File: config.mk
export PLATFORM = sky130hd
export DESIGN_NAME = apuf_eval_ctrl
export DESIGN_NICKNAME = d
export VERILOG_FILES = /design/src/rtl/apuf_pkg.sv /design/src/rtl/apuf_sync2.sv /design/src/rtl/apuf_eval_ctrl.sv
export SDC_FILE = /design/constraint.sdc
export NUM_CORES = 1
export LEC_CHECK = 0
export ABC_AREA = 0
export BUFFER_PORTS_ARGS = -buffer_cell sky130_fd_sc_hd__buf_2
export CAP_MARGIN = 5
export CORE_AREA = 8 8 197 199
export CTS_CLUSTER_SIZE = 30
export DETAILED_ROUTE_END_ITERATION = 8
export DIE_AREA = 0 0 205 207
export GPL_ROUTABILITY_DRIVEN = 0
export HOLD_SLACK_MARGIN = 0.03
export PLACE_DENSITY = 0.64
export SLEW_MARGIN = 20
export SYNTH_ARGS = -nofsm -noshare
export SYNTH_HDL_FRONTEND = slang
export SYNTH_SLANG_ARGS = --single-unit
File: constraint.sdc
create_clock -name clk -period 2.45 [get_ports clk]
set_input_delay 0.245 -clock clk [delete_from_list [all_inputs] [get_ports clk]]
set_output_delay 0.245 -clock clk [all_outputs]
set_load 0.005 [all_outputs]
File: src/rtl/apuf_pkg.sv
// Shared constants for the arbiter-PUF evaluation controller: FSM state
// encodings, default challenge width, LFSR taps and the LFSR step function.
package apuf_pkg;

    localparam int unsigned CHAL_W_DEFAULT = 243;
    localparam int unsigned LFSR_MAX_W     = 1023;
    localparam int unsigned STATE_W        = 3;

    localparam logic [STATE_W-1:0] ST_IDLE   = 3'd0;
    localparam logic [STATE_W-1:0] ST_SETUP  = 3'd1;
    localparam logic [STATE_W-1:0] ST_RISE   = 3'd2;
    localparam logic [STATE_W-1:0] ST_SAMPLE = 3'd3;
    localparam logic [STATE_W-1:0] ST_FALL   = 3'd4;
    localparam logic [STATE_W-1:0] ST_OUT    = 3'd5;

    // Taps counted down from the MSB (w-1, w-2, w-4) plus bit 0.
    localparam logic [9:0] TAP_MSB_A = 10'd1;
    localparam logic [9:0] TAP_MSB_B = 10'd2;
    localparam logic [9:0] TAP_MSB_C = 10'd4;
    localparam logic [9:0] TAP_LSB   = 10'd0;

    // One LFSR step on the low w bits of v (w >= 4); upper bits are cleared.
    function automatic logic [LFSR_MAX_W-1:0] lfsr_next(input logic [LFSR_MAX_W-1:0] v,
                                                        input logic [9:0]            w);
        logic [LFSR_MAX_W-1:0] mask;
        logic                  fb;
        mask = (LFSR_MAX_W'(1) << w) - LFSR_MAX_W'(1);
        fb   = v[w - TAP_MSB_A] ^ v[w - TAP_MSB_B] ^ v[w - TAP_MSB_C] ^ v[TAP_LSB];
        lfsr_next = ((v << 1) | LFSR_MAX_W'(fb)) & mask;
    endfunction

endpackage

File: src/rtl/apuf_sync2.sv
// Two-flop synchronizer bringing the asynchronous arbiter output into clk.
module apuf_sync2
    import apuf_pkg::*;
(
    input  logic clk,
    input  logic rst_n,
    input  logic d,
    output logic q
);

    logic meta;

    // Double-register the asynchronous input.
    always_ff @(posedge clk or negedge rst_n) begin
        if (!rst_n) begin
            meta <= 1'b0;
            q    <= 1'b0;
        end else begin
            meta <= d;
            q    <= meta;
        end
    end

endmodule

File: src/rtl/apuf_eval_ctrl.sv
// Arbiter PUF evaluation controller: LFSR challenge generation, race launch,
// synchronized arbiter sampling and response-word packing.
// Optional majority voting per challenge: define APUF_MAJORITY_VOTE_EN.
module apuf_eval_ctrl
    import apuf_pkg::*;
#(
    parameter int unsigned CHAL_W = CHAL_W_DEFAULT,
    parameter int unsigned RESP_W = 32,
    parameter int unsigned SETTLE = 16,
    parameter int unsigned VOTES  = 5
) (
    input  logic              clk,
    input  logic              rst_n,
    input  logic              start,
    input  logic              seed_load,
    input  logic [CHAL_W-1:0] seed,
    output logic [CHAL_W-1:0] chal,
    output logic              launch_x,
    output logic              launch_y,
    input  logic              apuf_q,
    output logic              busy,
    output logic              resp_valid,
    input  logic              resp_ready,
    output logic [RESP_W-1:0] resp_word
);

`ifdef APUF_MAJORITY_VOTE_EN
    localparam int unsigned NUM_EVAL = VOTES;
`else
    localparam int unsigned NUM_EVAL = 1;
`endif
    localparam int unsigned CNT_W  = $clog2(SETTLE);
    localparam int unsigned BIT_W  = (RESP_W > 1) ? $clog2(RESP_W) : 1;
    localparam int unsigned EVAL_W = $clog2(VOTES + 1);

    logic [STATE_W-1:0] state;
    logic [STATE_W-1:0] state_nxt;
    logic [CNT_W-1:0]   cnt;
    logic [BIT_W-1:0]   bit_cnt;
    logic [EVAL_W-1:0]  vote_cnt;
    logic               launch;
    logic               q_s;
    logic               settle_done;
    logic               last_vote;
    logic               last_bit;
    logic               bit_done;
    logic               bit_val;

    apuf_sync2 u_sync (
        .clk   (clk),
        .rst_n (rst_n),
        .d     (apuf_q),
        .q     (q_s)
    );

    assign launch_x    = launch;
    assign launch_y    = launch;
    assign settle_done = (cnt == CNT_W'(SETTLE - 1));
    assign last_vote   = (vote_cnt == EVAL_W'(NUM_EVAL - 1));
    assign last_bit    = (bit_cnt == BIT_W'(RESP_W - 1));
    assign bit_done    = (state == ST_FALL) && settle_done && last_vote;

`ifdef APUF_MAJORITY_VOTE_EN
    logic [EVAL_W-1:0] ones;

    // Tally of ones over the votes of the current challenge.
    always_ff @(posedge clk or negedge rst_n) begin
        if (!rst_n) begin
            ones <= '0;
        end else if (state == ST_IDLE || bit_done) begin
            ones <= '0;
        end else if (state == ST_SAMPLE) begin
            ones <= ones + EVAL_W'(q_s);
        end
    end

    assign bit_val = (ones > EVAL_W'(VOTES / 2));
`else
    logic samp;

    // Single evaluation: hold the sampled arbiter value until the bit is written.
    always_ff @(posedge clk or negedge rst_n) begin
        if (!rst_n) begin
            samp <= 1'b0;
        end else if (state == ST_SAMPLE) begin
            samp <= q_s;
        end
    end

    assign bit_val = samp;
`endif

    // State register.
    always_ff @(posedge clk or negedge rst_n) begin
        if (!rst_n) begin
            state <= ST_IDLE;
        end else begin
            state <= state_nxt;
        end
    end

    // Next-state logic.
    always_comb begin
        state_nxt = state;
        case (state)
            ST_IDLE:   if (start) state_nxt = ST_SETUP;
            ST_SETUP:  state_nxt = ST_RISE;
            ST_RISE:   if (settle_done) state_nxt = ST_SAMPLE;
            ST_SAMPLE: state_nxt = ST_FALL;
            ST_FALL: begin
                if (settle_done) begin
                    if (!last_vote)    state_nxt = ST_RISE;
                    else if (last_bit) state_nxt = ST_OUT;
                    else               state_nxt = ST_SETUP;
                end
            end
            ST_OUT:    if (resp_ready) state_nxt = ST_IDLE;
            default:   state_nxt = ST_IDLE;
        endcase
    end

    // Counters, challenge LFSR, response packing and registered outputs.
    always_ff @(posedge clk or negedge rst_n) begin
        if (!rst_n) begin
            cnt        <= '0;
            bit_cnt    <= '0;
            vote_cnt   <= '0;
            chal       <= CHAL_W'(1);
            launch     <= 1'b0;
            busy       <= 1'b0;
            resp_valid <= 1'b0;
            resp_word  <= '0;
        end else begin
            if (state_nxt != state) begin
                cnt <= '0;
            end else if (state == ST_RISE || state == ST_FALL) begin
                cnt <= cnt + CNT_W'(1);
            end

            if (state == ST_IDLE) begin
                bit_cnt <= '0;
            end else if (bit_done && !last_bit) begin
                bit_cnt <= bit_cnt + BIT_W'(1);
            end

            if (state == ST_IDLE) begin
                vote_cnt <= '0;
            end else if (state == ST_FALL && settle_done) begin
                vote_cnt <= last_vote ? '0 : vote_cnt + EVAL_W'(1);
            end

            // An all-zero seed would lock the LFSR, so it is replaced by 1.
            if (state == ST_IDLE && seed_load) begin
                chal <= (seed == '0) ? CHAL_W'(1) : seed;
            end else if (bit_done) begin
                chal <= CHAL_W'(lfsr_next(LFSR_MAX_W'(chal), 10'(CHAL_W)));
            end

            if (bit_done) begin
                resp_word[bit_cnt] <= bit_val;
            end

            launch     <= (state_nxt == ST_RISE);
            busy       <= (state_nxt != ST_IDLE);
            resp_valid <= (state_nxt == ST_OUT);
        end
    end

endmodule

==> results of run 1 <==
==> tightest hold or removal path: cells and delay by family <==
family,cells,cell delay (ps)
AOI/OAI and AO/OA,1,70
buffers and inverters,1,130
and+or+nand+nor,1,50
==> area by class of cell <==
type / count / area, sq um
antenna: 7 / 17.5
clock buffer: 51 / 1060
clock inverter: 10 / 128
fill: 2991 / 14900
inverter: 7 / 26.3
multi-input combinational: 965 / 6190
sequential: 296 / 7410
tap: 468 / 586
timing repair buffer: 812 / 5640
==> cell usage after synthesis (3+ instances only) <==
cell	number
nand4_1	16
o21ai_0	247
a21oi_1	7
nand3_1	5
nand2_1	255
mux2i_1	244
buf_4	23
clkbuf_1	30
nand3b_1	5
xnor2_1	6
or3_1	4
nor4_1	63
nor3_1	3
nor2_1	45
xor2_1	3
mux2_2	33
inv_1	7
buf_2	36
ha_1	8
dfrtp_1	295
or4_1	3
==> power groups by stage <==
stage	Sequential [mW]	Combinational, mW	Clock [mW]
floorplan	8.59	3.45	0
global placement	8.92	7.27	0
detailed placement	8.95	7.48	0
CTS	8.92	7.78	5.46
global route	9.21	8.65	5.64
finish	8.95	7.73	5.35
==> sequential cells by signal, summed over array words and instances (netlist names) <==
name	count
u_sync.meta	1
chal	243
state	3
resp_valid	1
resp_word	32
busy	1
u_sync.q	1
bit_val	1
cnt	4
vote_cnt	3
bit_cnt	5
launch_x	1
==> worst max-delay path by stage <==
stage | to
floorplan | cnt[0]
global placement | chal[0]
detailed placement | chal[0]
CTS | chal[0]
global route | chal[0]
finish | chal[0]
==> cells by family (layout without fill, tap and decap cells) <==
logic type / after synthesis / in the layout / synth area share [%]
mux: 277 / 277 / 20.0
flops: 296 / 296 / 52.6
compound gates: 258 / 258 / 9.36
xor+xnor: 9 / 9 / 0.559
other cells: 0 / 7 / 0
fa+ha+maj: 8 / 8 / 0.710
buf+inv: 98 / 880 / 3.65
simple gates: 413 / 413 / 13.2
==> repair_timing <==
action,in CTS,in global routing
hold buffers,241,0
hold endpoints to repair,292,0
endpoints found under the setup margin,0,15
resized for setup,0,3
==> layer usage <==
layer | track usage (%) | vias up | wire length (um)
met2 | 40.1 | 695 | 25900
met3 | 6.98 | 180 | 4690
met5 | 0 | - | 0
li1 | - | 6324 | -
met4 | 11.3 | 0 | 2630
met1 | 29.6 | 6603 | 21100
==> through the flow <==
stage          utilization [%]  worst slack (ps)  hold slack, ps  TNS (ps)  instance area [sq um]
6_report                  58.6               127            42.6         0                  21000
5_1_grt                   58.6              3.32            51.3         0                  21000
4_1_cts                   58.4              27.3            32.0         0                  21000
3_5_place_dp              48.4             -39.2             233     -39.2                  17400
3_3_place_gp              48.4             -61.9             231     -61.9                  17400
2_1_floorplan                -               508           -50.6         0                  14100
==> impl_metrics.toml, run 1 <==
[setup_path]
critical_path_depth = 8
cpPeakStageDelay_ps = 590
cpLargestDelayFamily = "simple AND/OR/NAND/NOR gates"
cp_slowest_cell = "nor4_1"
path_class = "input port to register"
crit_path_start_kind = "input port"
worstPathArrival_ps = 2750
rr_worst_depth = 9
r2r_slack_ps = 170
end_kind = "register"
path_max_fanout = 2
timing.rr.end = "chal[142]"
path_buf_inv = 3
crit_chain = "dlygate4sd3_1 > buf_2 > nor4_1 > nand4_1 > nor4_1 > buf_4 > nand4_1 > a31oi_1"
r2r-start = "vote_cnt[0]"
cp.required_ps = 2880
worstSetupStartpoint = "seed[141]"

[synthesis]
async_flop_share_pct = 100
synth_edf_count = 0
synth.cell_area_sq_um = 14100
ys_seq_area_share_pct = 52.6
synthesis.nets = 1616
synth_area_leader_cell = "dfrtp_1"
synth_top_area_share_pct = 52.4
yosys_register_bits = 296
yosysWarnings = 0
synth_flop_cell = "dfrtp_1"
synth_area_leaders = "dfrtp_1 (52%), mux2i_1 (17%), o21ai_0 (8.8%), nand2_1 (6.8%), nor4_1 (2.8%)"
synth_cell_types = 37
synthCells = 1359
postSynthAreaPerCell_sq_um = 10.4

[timing]
rsz0062_at_grt = "no"
post-route-min-period_ps = 2320
setup-violations-final = 0
finalHoldViolations = 0
skew_ps = 13.0
max_clock_freq_mhz = 431
post-route-period-util_pct = 94.8
slew_viol_final = 0
max_slew_margin_pct = 42.3
worst_pin_slew_ps = 865

[power]
internal_power_mw = 13.8
clkPwrFrac_pct = 24.3
netSwitchingPower_mw = 8.22
switching_share_pct = 37.3
leakage_nw = 9.39
p_comb_share_pct = 35.1
power_frac_seq_pct = 40.6
p_total_mw = 22.0
vdd_drop_max_uv = 629
power.density_nw_per_um2 = 1050

[final_layout]
layout_commonest_cell = "buf_2"
drive_gt1_share_pct = 31.3
layout_common_cells = "buf_2 (526), dfrtp_1 (295), nand2_1 (255)"
fin_cells = 2616
syn2layout_area_growth_pct = 49.3
nets = 2374

[route]
num_vias = 13800
wl_per_cell_um = 20.8
post-route-drc-count = 0
drtAntennaViolNets = 0
drtIter0Drc = 907
totalWireLength_mm = 54.3
drt_first_pass_iters = 5
viasPerCell = 5.28

[outcome]
status = "complete, no violations"

[hold_path]
worstHoldPathCells = 3
hp-class = "input port to register"
hold-path-endpoint = "chal[218]"
min_from = "seed[218]"

[floorplan]
start_util_pct = 39.3
rows = 70
dieHeight_um = 207
fp.dieW_um = 205
fp.coreArea_sq_um = 35900
boundaryPins = 528
die-area_sq_um = 42400

[grt]
antenna_found_initial = 6
grtUsageTotal_pct = 24.6
grt_pass1_vias = 14600
grt_pass1_wl_mm = 84.0
grt-ovfl-total = 0
grt_max_degree = 87

[clock_tree]
htreeDepth = 2
cts_tree = "built"
cts_buffers = 35
cts_setup_buffers = 0
path_clk_slew_ps = 60
cts.path.max_buffers = 3
cts_root_buffer = "clkbuf_16"
clock_latency_ps = 500
clock_sinks = 296

[placed_design]
placedCellCount = 2306
io_buffers = 527
dp_hpwl_mm = 39.1

[flow_run]
maxCapViolCount = 0
(Power assumes the default switching activity.)
==> run 2: changes to the inputs <==
--- a/config.mk
+++ b/config.mk
@@ -15,6 +15,7 @@
 export GPL_ROUTABILITY_DRIVEN = 0
 export HOLD_SLACK_MARGIN = 0.03
 export PLACE_DENSITY = 0.64
+export RECOVER_POWER = 50
 export SLEW_MARGIN = 20
 export SYNTH_ARGS = -nofsm -noshare
 export SYNTH_HDL_FRONTEND = slang
==> impl_metrics.toml, run 2 (same netlist as run 1, synthesis figures left out) <==
[clock_tree]
cts.path.max_buffers = 3
cts_buffers = 35
htreeDepth = 2
clock_sinks = 296
cts_root_buffer = "clkbuf_16"
path_clk_slew_ps = 60
cts_tree = "built"
clock_latency_ps = 500
cts_setup_buffers = 0

[final_layout]
drive_gt1_share_pct = 25.9
syn2layout_area_growth_pct = 48.0
largestRegisters = "chal: 243 flops, resp_word: 32 flops, bit_cnt: 5 flops"
nets = 2374
final_core_util_pct = 58.1
largest_register_ffs = 243
layout_common_cells = "buf_2 (411), dfrtp_1 (295), nand2_1 (255)"
multi_input_area_sq_um = 6190
n_fill_cell = 3076
layout_commonest_cell = "buf_2"
top_register = "chal"
regArea_sq_um = 7410

[flow_run]
maxCapViolCount = 1

[route]
drtIter0Drc = 925
post-route-drc-count = 0
drtAntennaViolNets = 0
wl_per_cell_um = 20.8
viasPerCell = 5.28
num_vias = 13800
drt_first_pass_iters = 5
totalWireLength_mm = 54.3

[timing]
rsz0062_at_grt = "no"
worst_pin_slew_ps = 1700
post-route-period-util_pct = 95.7
setup-violations-final = 0
max_clock_freq_mhz = 426
skew_ps = 13.9
post-route-min-period_ps = 2350
finalHoldViolations = 0
fin_setup_tns_ps = 0
max_slew_margin_pct = -13.3
whs_ps = 44.2
slew_viol_final = 59

[floorplan]
fp.dieW_um = 205
rows = 70
die-area_sq_um = 42400
start_util_pct = 39.3
fp.coreArea_sq_um = 35900
boundaryPins = 528
dieHeight_um = 207

[setup_path]
path_max_fanout = 2
cp.required_ps = 2880
worstPathArrival_ps = 2770
path_class = "input port to register"
cp_slowest_cell = "nor4_1"
cpLargestDelayFamily = "simple AND/OR/NAND/NOR gates"
path_buf_inv = 3
crit_chain = "dlygate4sd3_1 > buf_2 > nor4_1 > nand4_1 > nor4_1 > buf_4 > nand4_1 > a31oi_1"
crit_path_start_kind = "input port"
end_kind = "register"
cpPeakStageDelay_ps = 630

[power]
p_total_mw = 21.9
power.density_nw_per_um2 = 1050
vdd_drop_max_uv = 618
leakage_nw = 8.97

[hold_path]
hp-class = "input port to register"

[outcome]
status = "finished with violations"
violations = "capacitance limit, slew limit"

[placed_design]
dp_hpwl_mm = 39.1
io_buffers = 527

[grt]
grt_pass1_vias = 14600
grtUsageTotal_pct = 24.6
grt_pass1_wl_mm = 84.0
grt_max_degree = 87
grt-ovfl-total = 0
antenna_found_initial = 6
-- run 2: timing repair --
action | CTS | global route
hold buffers | 241 | 0
setup endpoints to repair | 0 | 15
hold endpoints to repair | 292 | 0
gates resized for setup | 0 | 3
-- run 2: layout make-up --
type | count | share of cell area [%]
antenna | 7 | 0.0840
timing repair buffer | 812 | 26.1
inverter | 7 | 0.126
multi-input combinational | 965 | 29.7
clock buffer | 51 | 5.07
sequential | 296 | 35.5
clock inverter | 10 | 0.612
tap | 468 | 2.81
-- run 2: per-stage QoR --
step / setup slack, ps / instance area (sq um) / instances
floorplan: 508 / 14100 / 1359
global placement: -61.9 / 17400 / 2306
detailed placement: -39.2 / 17400 / 2306
CTS: 27.3 / 21000 / 2608
global route: 3.32 / 20900 / 2615
finish: 105 / 20900 / 2616
-- run 2: tightest hold or removal path, stage by stage --
cell	delay, ps
buf_2	130
nand2_1	50
o21ai_0	70
-- run 2: report_power, final --
group	switching, mW	total, mW	internal (mW)
clock	2.04	5.35	3.31
combinational	4.20	7.53	3.33
sequential	2.00	8.97	6.97
-- run 2: worst paths after layout --
check	from	end	slack, ps	depth (start not counted)
setup / recovery	seed[142]	chal[0]	100	8
min in group asynchronous	rst_n	chal[241]	750	2
max in group asynchronous	rst_n	resp_word[1]	400	3
hold reg to reg	u_sync.meta	u_sync.q	360	0
hold / removal	seed[218]	chal[218]	40	3
setup reg to reg	vote_cnt[0]	chal[142]	170	9
-- run 2: routing by layer --
| metal | up-vias | routed length, um | global-route usage [%] |
|---|---|---|---|
| li1 | 6326 | - | - |
| met3 | 166 | 4740 | 6.98 |
| met5 | - | 0 | 0 |
| met4 | 0 | 2550 | 11.3 |
| met2 | 695 | 26000 | 40.1 |
| met1 | 6619 | 21000 | 29.6 |
